--- config.mk ---
export PLATFORM = sky130hd
export DESIGN_NAME = panel_switch_reader_flat
export DESIGN_NICKNAME = d
export VERILOG_FILES = /design/src/rtl/panel_switch_reader_if.sv /design/src/rtl/panel_switch_reader.sv /design/src/flat_wrapper.sv
export SDC_FILE = /design/constraint.sdc
export NUM_CORES = 1
export LEC_CHECK = 0
export ABC_AREA = 1
export CAP_MARGIN = 20
export CORE_UTILIZATION = 35
export DETAILED_ROUTE_END_ITERATION = 6
export SETUP_SLACK_MARGIN = 0.3
export SLEW_MARGIN = 40
export SYNTH_ARGS = -nofsm -noshare
export SYNTH_HDL_FRONTEND = slang
export SYNTH_SLANG_ARGS = --single-unit
--- constraint.sdc ---
create_clock -name clk -period 3.6 [get_ports clk]
set_clock_uncertainty 0.2 [all_clocks]
set_input_delay 0.36 -clock clk [delete_from_list [all_inputs] [get_ports clk]]
set_output_delay 0.36 -clock clk [all_outputs]
set_load 0.05 [all_outputs]
--- src/rtl/panel_switch_reader_if.sv ---
// Signal bundle between the panel switch reader and the 74HC165 chain / consumers.
interface panel_switch_reader_if #(
    parameter int unsigned BITS = 16
);
    logic            sr_sck;
    logic            sr_ld_n;
    logic            sr_qh;
    logic [BITS-1:0] state;
    logic [BITS-1:0] changed;
    logic            valid;
    logic            busy;

    // master: the reader block; slave: the shift chain and downstream routing
    modport master (
        output sr_sck, sr_ld_n, state, changed, valid, busy,
        input  sr_qh
    );
    modport slave (
        input  sr_sck, sr_ld_n, state, changed, valid, busy,
        output sr_qh
    );
endinterface

--- src/rtl/panel_switch_reader.sv ---
// Periodically scans a 74HC165 daisy chain and publishes the parallel switch state,
// a per-bit change mask and a one-cycle valid strobe per completed scan.
module panel_switch_reader #(
    parameter int unsigned BITS    = 16,
    parameter int unsigned CLOCK   = 12_000_000,
    parameter int unsigned SCK_HZ  = 1_000_000,
    parameter int unsigned SCAN_HZ = 1_000,
    parameter bit          INVERT  = 1'b1
) (
    input logic                   clk,
    input logic                   rst_n,
    panel_switch_reader_if.master bus
);

    localparam int unsigned DIV_RAW = CLOCK / (2 * SCK_HZ);
    localparam int unsigned DIV     = (DIV_RAW < 1) ? 1 : DIV_RAW;
    localparam int unsigned PERIOD  = CLOCK / SCAN_HZ;
    localparam int unsigned TW      = (PERIOD > 1) ? $clog2(PERIOD) : 1;
    localparam int unsigned CW      = $clog2(2 * DIV);
    localparam int unsigned BW      = $clog2(BITS + 1);

    localparam logic [TW-1:0] TIMER_END = TW'(PERIOD - 1);
    localparam logic [CW-1:0] LOAD_END  = CW'(2 * DIV - 1);
    localparam logic [CW-1:0] PHASE_END = CW'(DIV - 1);
    localparam logic [BW-1:0] LAST_BIT  = BW'(BITS - 1);

    typedef enum logic [2:0] {
        StIdle,
        StLoad,
        StSettle,
        StLow,
        StHigh,
        StDone
    } fsm_e;

    fsm_e            fsm_q, fsm_d;
    logic [TW-1:0]   timer_q;
    logic            pending_q;
    logic            wrap;
    logic [CW-1:0]   cnt_q, cnt_d;
    logic [BW-1:0]   bits_q, bits_d;
    logic [BITS-1:0] sh_q, sh_d;

    logic            ld_n_q, ld_n_d;
    logic            sck_q, sck_d;
    logic            busy_q, busy_d;
    logic            valid_q, valid_d;
    logic [BITS-1:0] state_q, changed_q;
    logic [BITS-1:0] new_state;
    logic            publish;

    assign wrap = (timer_q == TIMER_END);

    // Free-running scan timer; a wrap requests one scan, at most one request is held.
    always_ff @(posedge clk or negedge rst_n) begin
        if (!rst_n) begin
            timer_q   <= '0;
            pending_q <= 1'b0;
        end else begin
            timer_q <= wrap ? '0 : timer_q + TW'(1);
            if (wrap) begin
                pending_q <= 1'b1;
            end else if (fsm_q == StIdle) begin
                pending_q <= 1'b0;
            end
        end
    end

    // FSM state register together with phase counter, bit counter and shift register.
    always_ff @(posedge clk or negedge rst_n) begin
        if (!rst_n) begin
            fsm_q  <= StIdle;
            cnt_q  <= '0;
            bits_q <= '0;
            sh_q   <= '0;
        end else begin
            fsm_q  <= fsm_d;
            cnt_q  <= cnt_d;
            bits_q <= bits_d;
            sh_q   <= sh_d;
        end
    end

    // Next state: each phase runs a fixed number of cycles, LOW ends with a sample of QH.
    always_comb begin
        fsm_d  = fsm_q;
        cnt_d  = cnt_q + CW'(1);
        bits_d = bits_q;
        sh_d   = sh_q;
        unique case (fsm_q)
            StIdle: begin
                cnt_d = '0;
                if (pending_q) begin
                    fsm_d = StLoad;
                end
            end
            StLoad: begin
                bits_d = '0;
                if (cnt_q == LOAD_END) begin
                    fsm_d = StSettle;
                    cnt_d = '0;
                end
            end
            StSettle: begin
                if (cnt_q == PHASE_END) begin
                    fsm_d = StLow;
                    cnt_d = '0;
                end
            end
            StLow: begin
                if (cnt_q == PHASE_END) begin
                    // Shift form keeps BITS == 1 legal.
                    sh_d   = (sh_q << 1) | BITS'(bus.sr_qh);
                    bits_d = bits_q + BW'(1);
                    cnt_d  = '0;
                    fsm_d  = (bits_q == LAST_BIT) ? StDone : StHigh;
                end
            end
            StHigh: begin
                if (cnt_q == PHASE_END) begin
                    fsm_d = StLow;
                    cnt_d = '0;
                end
            end
            StDone: begin
                fsm_d = StIdle;
                cnt_d = '0;
            end
            default: begin
                fsm_d = StIdle;
                cnt_d = '0;
            end
        endcase
    end

    // Output decode from the next state so the pins come straight from flops.
    always_comb begin
        ld_n_d    = (fsm_d != StLoad);
        sck_d     = (fsm_d == StHigh);
        busy_d    = (fsm_d != StIdle);
        valid_d   = (fsm_d == StDone);
        publish   = valid_d && (fsm_q != StDone);
        new_state = sh_d ^ {BITS{INVERT}};
    end

    // Registered outputs; result is published on entry to DONE, alongside valid.
    always_ff @(posedge clk or negedge rst_n) begin
        if (!rst_n) begin
            ld_n_q    <= 1'b1;
            sck_q     <= 1'b0;
            busy_q    <= 1'b0;
            valid_q   <= 1'b0;
            state_q   <= '0;
            changed_q <= '0;
        end else begin
            ld_n_q  <= ld_n_d;
            sck_q   <= sck_d;
            busy_q  <= busy_d;
            valid_q <= valid_d;
            if (publish) begin
                state_q   <= new_state;
                changed_q <= new_state ^ state_q;
            end
        end
    end

    assign bus.sr_ld_n = ld_n_q;
    assign bus.sr_sck  = sck_q;
    assign bus.busy    = busy_q;
    assign bus.valid   = valid_q;
    assign bus.state   = state_q;
    assign bus.changed = changed_q;

endmodule

--- src/flat_wrapper.sv ---
// flat-port wrapper written by rule: the top's interface ports become plain ports
module panel_switch_reader_flat 
#(
    parameter int unsigned BITS    = 16,
    parameter int unsigned CLOCK   = 12_000_000,
    parameter int unsigned SCK_HZ  = 1_000_000,
    parameter int unsigned SCAN_HZ = 1_000,
    parameter bit          INVERT  = 1'b1
)
  (clk, rst_n, bus_sr_sck, bus_sr_ld_n, bus_state, bus_changed, bus_valid, bus_busy, bus_sr_qh);
  panel_switch_reader_if #(.BITS(BITS)) bus_i ();
  input logic clk;
  input logic rst_n;
  output wire logic [$bits(bus_i.sr_sck)-1:0] bus_sr_sck;
  output wire logic [$bits(bus_i.sr_ld_n)-1:0] bus_sr_ld_n;
  output wire logic [$bits(bus_i.state)-1:0] bus_state;
  output wire logic [$bits(bus_i.changed)-1:0] bus_changed;
  output wire logic [$bits(bus_i.valid)-1:0] bus_valid;
  output wire logic [$bits(bus_i.busy)-1:0] bus_busy;
  input wire logic [$bits(bus_i.sr_qh)-1:0] bus_sr_qh;
  assign bus_sr_sck = bus_i.sr_sck;
  assign bus_sr_ld_n = bus_i.sr_ld_n;
  assign bus_state = bus_i.state;
  assign bus_changed = bus_i.changed;
  assign bus_valid = bus_i.valid;
  assign bus_busy = bus_i.busy;
  assign bus_i.sr_qh = bus_sr_qh;
  panel_switch_reader #(.BITS(BITS), .CLOCK(CLOCK), .SCK_HZ(SCK_HZ), .SCAN_HZ(SCAN_HZ), .INVERT(INVERT)) u_core (.clk(clk), .rst_n(rst_n), .bus(bus_i));
endmodule
==> results of run 1 <==
final timing paths:
kind / from / endpoint / cells after the start
worst max-delay path: u_core.cnt_q[0] / u_core.bus.changed[6] / 9
worst min-delay path: u_core.timer_q[0] / u_core.timer_q[0] / 1
worst max register to register: u_core.cnt_q[0] / u_core.bus.changed[6] / 9
worst min register to register: u_core.timer_q[0] / u_core.timer_q[0] / 1
max in group asynchronous: rst_n / u_core.bus.changed[10] / 2
min in group asynchronous: rst_n / u_core.bus.changed[14] / 2
cells by family (layout without fill, tap and decap cells):
| logic type | Yosys count | after routing | synth area share [%] |
|---|---|---|---|
| and+or+nand+nor | 285 | 285 | 33.4 |
| xor gates and xnor gates | 8 | 8 | 1.80 |
| DFF | 79 | 79 | 50.8 |
| AOI/OAI and AO/OA | 15 | 15 | 2.31 |
| adders and majority gates | 5 | 5 | 1.61 |
| buffers and inverters | 91 | 131 | 10.1 |
report_power, final:
group	internal (mW)	leakage, nW	switching (mW)
Combinational	0.00287	1.24	0.0168
Clock	0.427	0.112	0.322
Sequential	0.886	1.08	0
cell type report:
| cell class | count | area share [%] |
|---|---|---|
| inverters | 73 | 5.95 |
| well taps | 140 | 3.81 |
| clock inverters | 5 | 1.74 |
| repair buffers | 42 | 9.00 |
| multi-input cells | 313 | 33.2 |
| flip-flops and latches | 79 | 43.0 |
| clock buffers | 11 | 3.29 |
synth_stat cells (all sizes together):
master	number	area share [%]
o21ai	7	1.2
nor3	9	1.3
ha	5	1.6
dfstp	1	0.67
o31ai	1	0.19
nand4	34	5.5
xnor2	2	0.45
xor2	6	1.3
nand3b	1	0.19
nand3	47	6.9
a31oi	1	0.16
nor4	1	0.16
inv	73	7.0
a21oi	6	0.77
nand2	163	16
nor2	29	3.3
nor3b	1	0.19
buf	18	3.1
dfrtp	78	50
layer usage:
layer,vias up,track usage (%)
li1,1599,-
met1,1488,19.3
met2,50,24.4
met3,7,3.75
met4,0,4.70
met5,-,0
state kept, by name, summed over array words and instances, names as in the netlist:
register / count
u_core.timer_q: 14
u_core.bus.changed: 16
u_core.bus.sr_sck: 1
u_core.bus.state: 16
u_core.fsm_q: 3
u_core.pending_q: 1
u_core.bus.valid: 1
u_core.bits_q: 5
u_core.cnt_q: 4
u_core.sh_q: 16
u_core.bus.busy: 1
u_core.bus.sr_ld_n: 1
stage by stage:
stage                     setup slack [ns]  power, mW  utilization (%)  area, um^2  hold WS (ns)
final                                0.888       1.66             42.5        4600         0.266
after global routing                 0.570       1.71             42.5        4600         0.304
after CTS                            0.855       1.68             42.5        4600         0.274
after detailed placement             0.874      0.925             40.2        4360         0.253
after global placement               0.880      0.924             40.2        4350         0.256
after floorplan                       1.79      0.905                -        3900        -0.136
repair_timing:
item / 4_1_cts / 5_1_grt
hold endpoints to repair: 78 / 0
resized for setup: 0 / 0
hold buffers: 1 / 0
endpoints found under the setup margin: 0 / 0
==> reports/metrics.cfg, run 1 <==
[routing]
dr_wl_met3_um = 292
top_layer = met4
wl_per_cell_um = 11.8
detail-route-antenna-nets = 0
vias_per_cell = 4.74
route.met2.wl_um = 3750
drt_first_pass_iters = 4
drt-total-wl_um = 7820
drt-met1-wl_um = 3690
drt_iter0_drc = 139
vias = 3144
drc_errors = 0

[yosys]
syn_nets = 491
synthesis.area_mm2 = 0.00390
postSynthCellCount = 483
ys_warn_count = 0
syn_avg_cell_area_um2 = 8.07
ys_ff_latch = 79
ys_types = 29
yosysSeqAreaShare_pct = 50.8

[die]
std_cell_rows = 38
die_w_um = 108
core-area_mm2 = 0.0108
dieArea_mm2 = 0.0116
die_h_um = 108
start_util_pct = 36.0
io-pin-count = 39

[global_routing]
grt_util_all_layers_pct = 14.9
grt_overflow = 0
grt_pass1_wl_um = 13600
grt_pass1_vias = 3047
grt_max_degree = 80
antenna_found_initial = 0

[setup_path]
required_ns = 3.65
critPathLaunchType = flip-flop
regToRegSetupSlack_ns = 0.89
path_max_fanout = 34
endpoint_kind = flip-flop
critPathArrivalTime_ns = 2.76
cpMostUsedCell = nand2_1
crit_buf_inv = 0
cp_top_family = simple AND/OR/NAND/NOR gates
critPathKind = reg -> reg
path_cells = ha_1, nand2_1, nor2_4, nor2_1, nor2_1, nor2_4, nand3_4, nand2_1, nand2_1
max_stage_delay_ns = 0.63
cp_slowest_cell = nor2_4

[place]
dp.cells = 646
portBuffers = 38
place_hpwl_um = 5050
gp_congestion = 0.784

[clock_network]
htree_levels = 3
insertion_delay_ns = 0.35
cts_buffers = 9
clock-sinks = 79
clock-root-buffer = clkbuf_8
path_clk_slew_ns = 0.08
max-clock-path-buffers = 2
cts_setup_buffers = 0
cts_tree = yes

[sta]
setup_viol = 0
fin_crit_ns = 2.71
rsz0062_at_grt = false
tns_ns = 0
final_hold_viol_count = 0
fmax_mhz = 369
fin_crit_sh_pct = 75.3
slew-limit-headroom_pct = 46.5
tightest_slew_ns = 0.800
final_max_slew_viol_count = 0

[layout]
areaGrowthSynthToFinish_pct = 18.1
fillCellCount = 1129
antenna_cells = 0
multi_input_area_mm2 = 0.00153
layout_commonest_cell = nand2_1
final_layout_size_suffix_gt1_share_pct = 6.88
seq_area_mm2 = 0.00198
final_cell_mix = nand2_1, dfrtp_1, inv_1, nand3_1, clkdlybuf4s50_1
fin_nets = 526
final_cells = 663

[pwr]
power.leakage_nw = 2.43
peakVddDrop_uv = 170
p_per_area_mw_per_mm2 = 360

[flow_run]
max_cap_viol_count = 0

[worst_hold_path]
hold_path_class = reg -> reg

[status]
status = finished, final reports clean

Note: power is estimated with default switching activity, not from simulation.
==> inputs of run 2 (changes only) <==
Clock period 3.6 ns to 2.4 ns, I/O delays scaled along.
==> run 2 against run 1 <==
Net effect: combinational power increased by 77%; maximum frequency increased by 31%; wire length increased by 22%; sequential share of layout area decreased by 4.1 points; hold slack got worse by 0.14 ns; core utilization increased by 4.5 points; first-iteration DRC count increased by 36%; final cell count increased by 4.8%; highest routed layer unchanged; clock power increased by 31%.
==> reports/metrics.cfg, run 2 (same netlist as run 1, synthesis figures left out) <==
[clock_network]
path_clk_slew_ns = 0.09  ; about the same
insertion_delay_ns = 0.36  ; about the same
max-clock-path-buffers = 2  ; unchanged
htree_levels = 3  ; unchanged
cts_buffers = 9  ; unchanged
cts_tree = yes
clock-root-buffer = clkbuf_8
clock-sinks = 79  ; unchanged

[die]
std_cell_rows = 38  ; unchanged
io-pin-count = 39  ; unchanged
die_h_um = 108  ; unchanged
die_w_um = 108  ; unchanged
start_util_pct = 36.0  ; unchanged
core-area_mm2 = 0.0108  ; unchanged
dieArea_mm2 = 0.0116  ; unchanged

[layout]
multi_input_area_mm2 = 0.00164  ; +7.4%
final_cell_area_mm2 = 0.00509  ; +11%
areaGrowthSynthToFinish_pct = 30.6
fin_nets = 558  ; +6.1%
final_layout_size_suffix_gt1_share_pct = 15.5  ; +8.6 points
seq_area_mm2 = 0.00198  ; unchanged
fillCellCount = 1028  ; -8.9%
final_cell_mix = nand2_1, dfrtp_1, inv_1, nand3_1, nand4_1
layout_commonest_cell = nand2_1
antenna_cells = 0  ; unchanged

[sta]
timing.hold.ws_ns = 0.127  ; -0.139 ns
fin_crit_sh_pct = 86.3  ; +11 points
final_max_slew_viol_count = 0  ; unchanged
rsz0062_at_grt = true
layout_setup_ws_ns = 0.328  ; -0.560 ns
final_hold_viol_count = 0  ; unchanged
setup_viol = 0  ; unchanged
fin_crit_ns = 2.07  ; -0.640 ns
tightest_slew_ns = 0.518  ; -0.282 ns
slew-limit-headroom_pct = 65.3  ; +19 points
fmax_mhz = 483  ; +31%
tns_ns = 0  ; unchanged

[place]
dp_slack_ns = 0.0765  ; -0.797 ns
portBuffers = 38  ; unchanged
place_hpwl_um = 5570  ; +10%
placed_area_mm2 = 0.00440  ; +0.95%
gp_congestion = 0.732  ; -6.6%

[global_routing]
grt_overflow = 0  ; unchanged
grt_pass1_vias = 3215  ; +5.5%
grt_pass1_wl_um = 14900  ; +10%
antenna_found_initial = 0  ; unchanged
grt_max_degree = 36  ; -55%
grt_util_all_layers_pct = 16.8  ; +1.8 points

[setup_path]
r2r_start = u_core.cnt_q[1]
critPathArrivalTime_ns = 2.12  ; -0.64 ns
regToRegSetupSlack_ns = 0.33  ; -0.56 ns
timing.rr.end = u_core.bus.changed[3]
endpoint_kind = flip-flop
reg2regPathDepth = 11  ; +2
required_ns = 2.45  ; -1.20 ns
critPathKind = reg -> reg
critPathLaunchType = flip-flop
path_max_fanout = 7  ; -79%

[status]
status = finished, final reports clean

[worst_hold_path]
hold_path_class = in -> async

[pwr]
p_per_area_mw_per_mm2 = 460  ; +28%
peakVddDrop_uv = 309  ; +82%
power.leakage_nw = 2.67  ; +10%
fin_total_pwr_mw = 2.34  ; +42%

[routing]
wl_per_cell_um = 13.7  ; +16%
drc_errors = 0  ; unchanged
detail-route-antenna-nets = 0  ; unchanged
drt-total-wl_um = 9520  ; +22%
vias = 3392  ; +7.9%
vias_per_cell = 4.88  ; +2.9%
drt_first_pass_iters = 5  ; +1
drt_iter0_drc = 189  ; +36%

[flow_run]
max_cap_viol_count = 0  ; unchanged

## run 2: how the worst max path moves through the flow
stage / start / to / cells after the start
after global routing: u_core.cnt_q[1] / u_core.bus.busy / 11
final: u_core.cnt_q[1] / u_core.bus.changed[3] / 11
after CTS: u_core.bus.state[3] / bus_state[3] / 1
after floorplan: u_core.cnt_q[0] / u_core.bus.changed[3] / 11
after global placement: u_core.cnt_q[0] / u_core.bus.changed[7] / 9
after detailed placement: u_core.cnt_q[0] / u_core.bus.state[3] / 9
## run 2: final cells by class
cell class / instances / share of cell area (%)
sequential: 79 / 38.9
timing repair buffer: 70 / 16.3
tap: 140 / 3.44
clock inverter: 6 / 1.20
multi-input combinational: 317 / 32.3
inverter: 73 / 5.38
clock buffer: 10 / 2.51
## run 2: stage by stage
step / utilization (%) / cells
after floorplan: - / 483
after global placement: 40.6 / 651
after detailed placement: 40.6 / 651
after CTS: 43.2 / 675
after global routing: 47.0 / 695
final: 47.0 / 695
## run 2: report_power, final
part	internal, mW	switching (mW)
Combinational	0.00817	0.0267
Sequential	1.33	0
Clock	0.477	0.502
## run 2: timing repair
| item | in CTS | in global routing |
|---|---|---|
| pin swaps | 4 | 12 |
| hold buffers | 1 | 0 |
| buffers inserted | 5 | 14 |
| endpoints found under the setup margin | 34 | 39 |
| endpoints found under the hold margin | 78 | 0 |
| resized for setup | 4 | 39 |
| gates cloned | 2 | 6 |
## run 2: worst max-delay path, cell delays in order, from the launching register on
cell and delay, ns:
dfrtp_1 0.38, buf_4 0.12, ha_1 0.17, nand2_1 0.08
nor2_2 0.13, nor2_1 0.08, nor2_2 0.17, nand3_4 0.15
buf_12 0.18, buf_12 0.13, nand4_1 0.11, nand2_1 0.07
## run 2: layer usage
layer  part of all wire, %  wire length (um)  vias to the layer above  GRT usage (%)
li1                      -                 -                     1676              -
met5                     0                 0                        -              0
met4                   1.6               152                        0           7.63
met1                    44              4220                     1632           21.3
met3                   4.9               467                       13           3.15
met2                    49              4680                       71           27.6
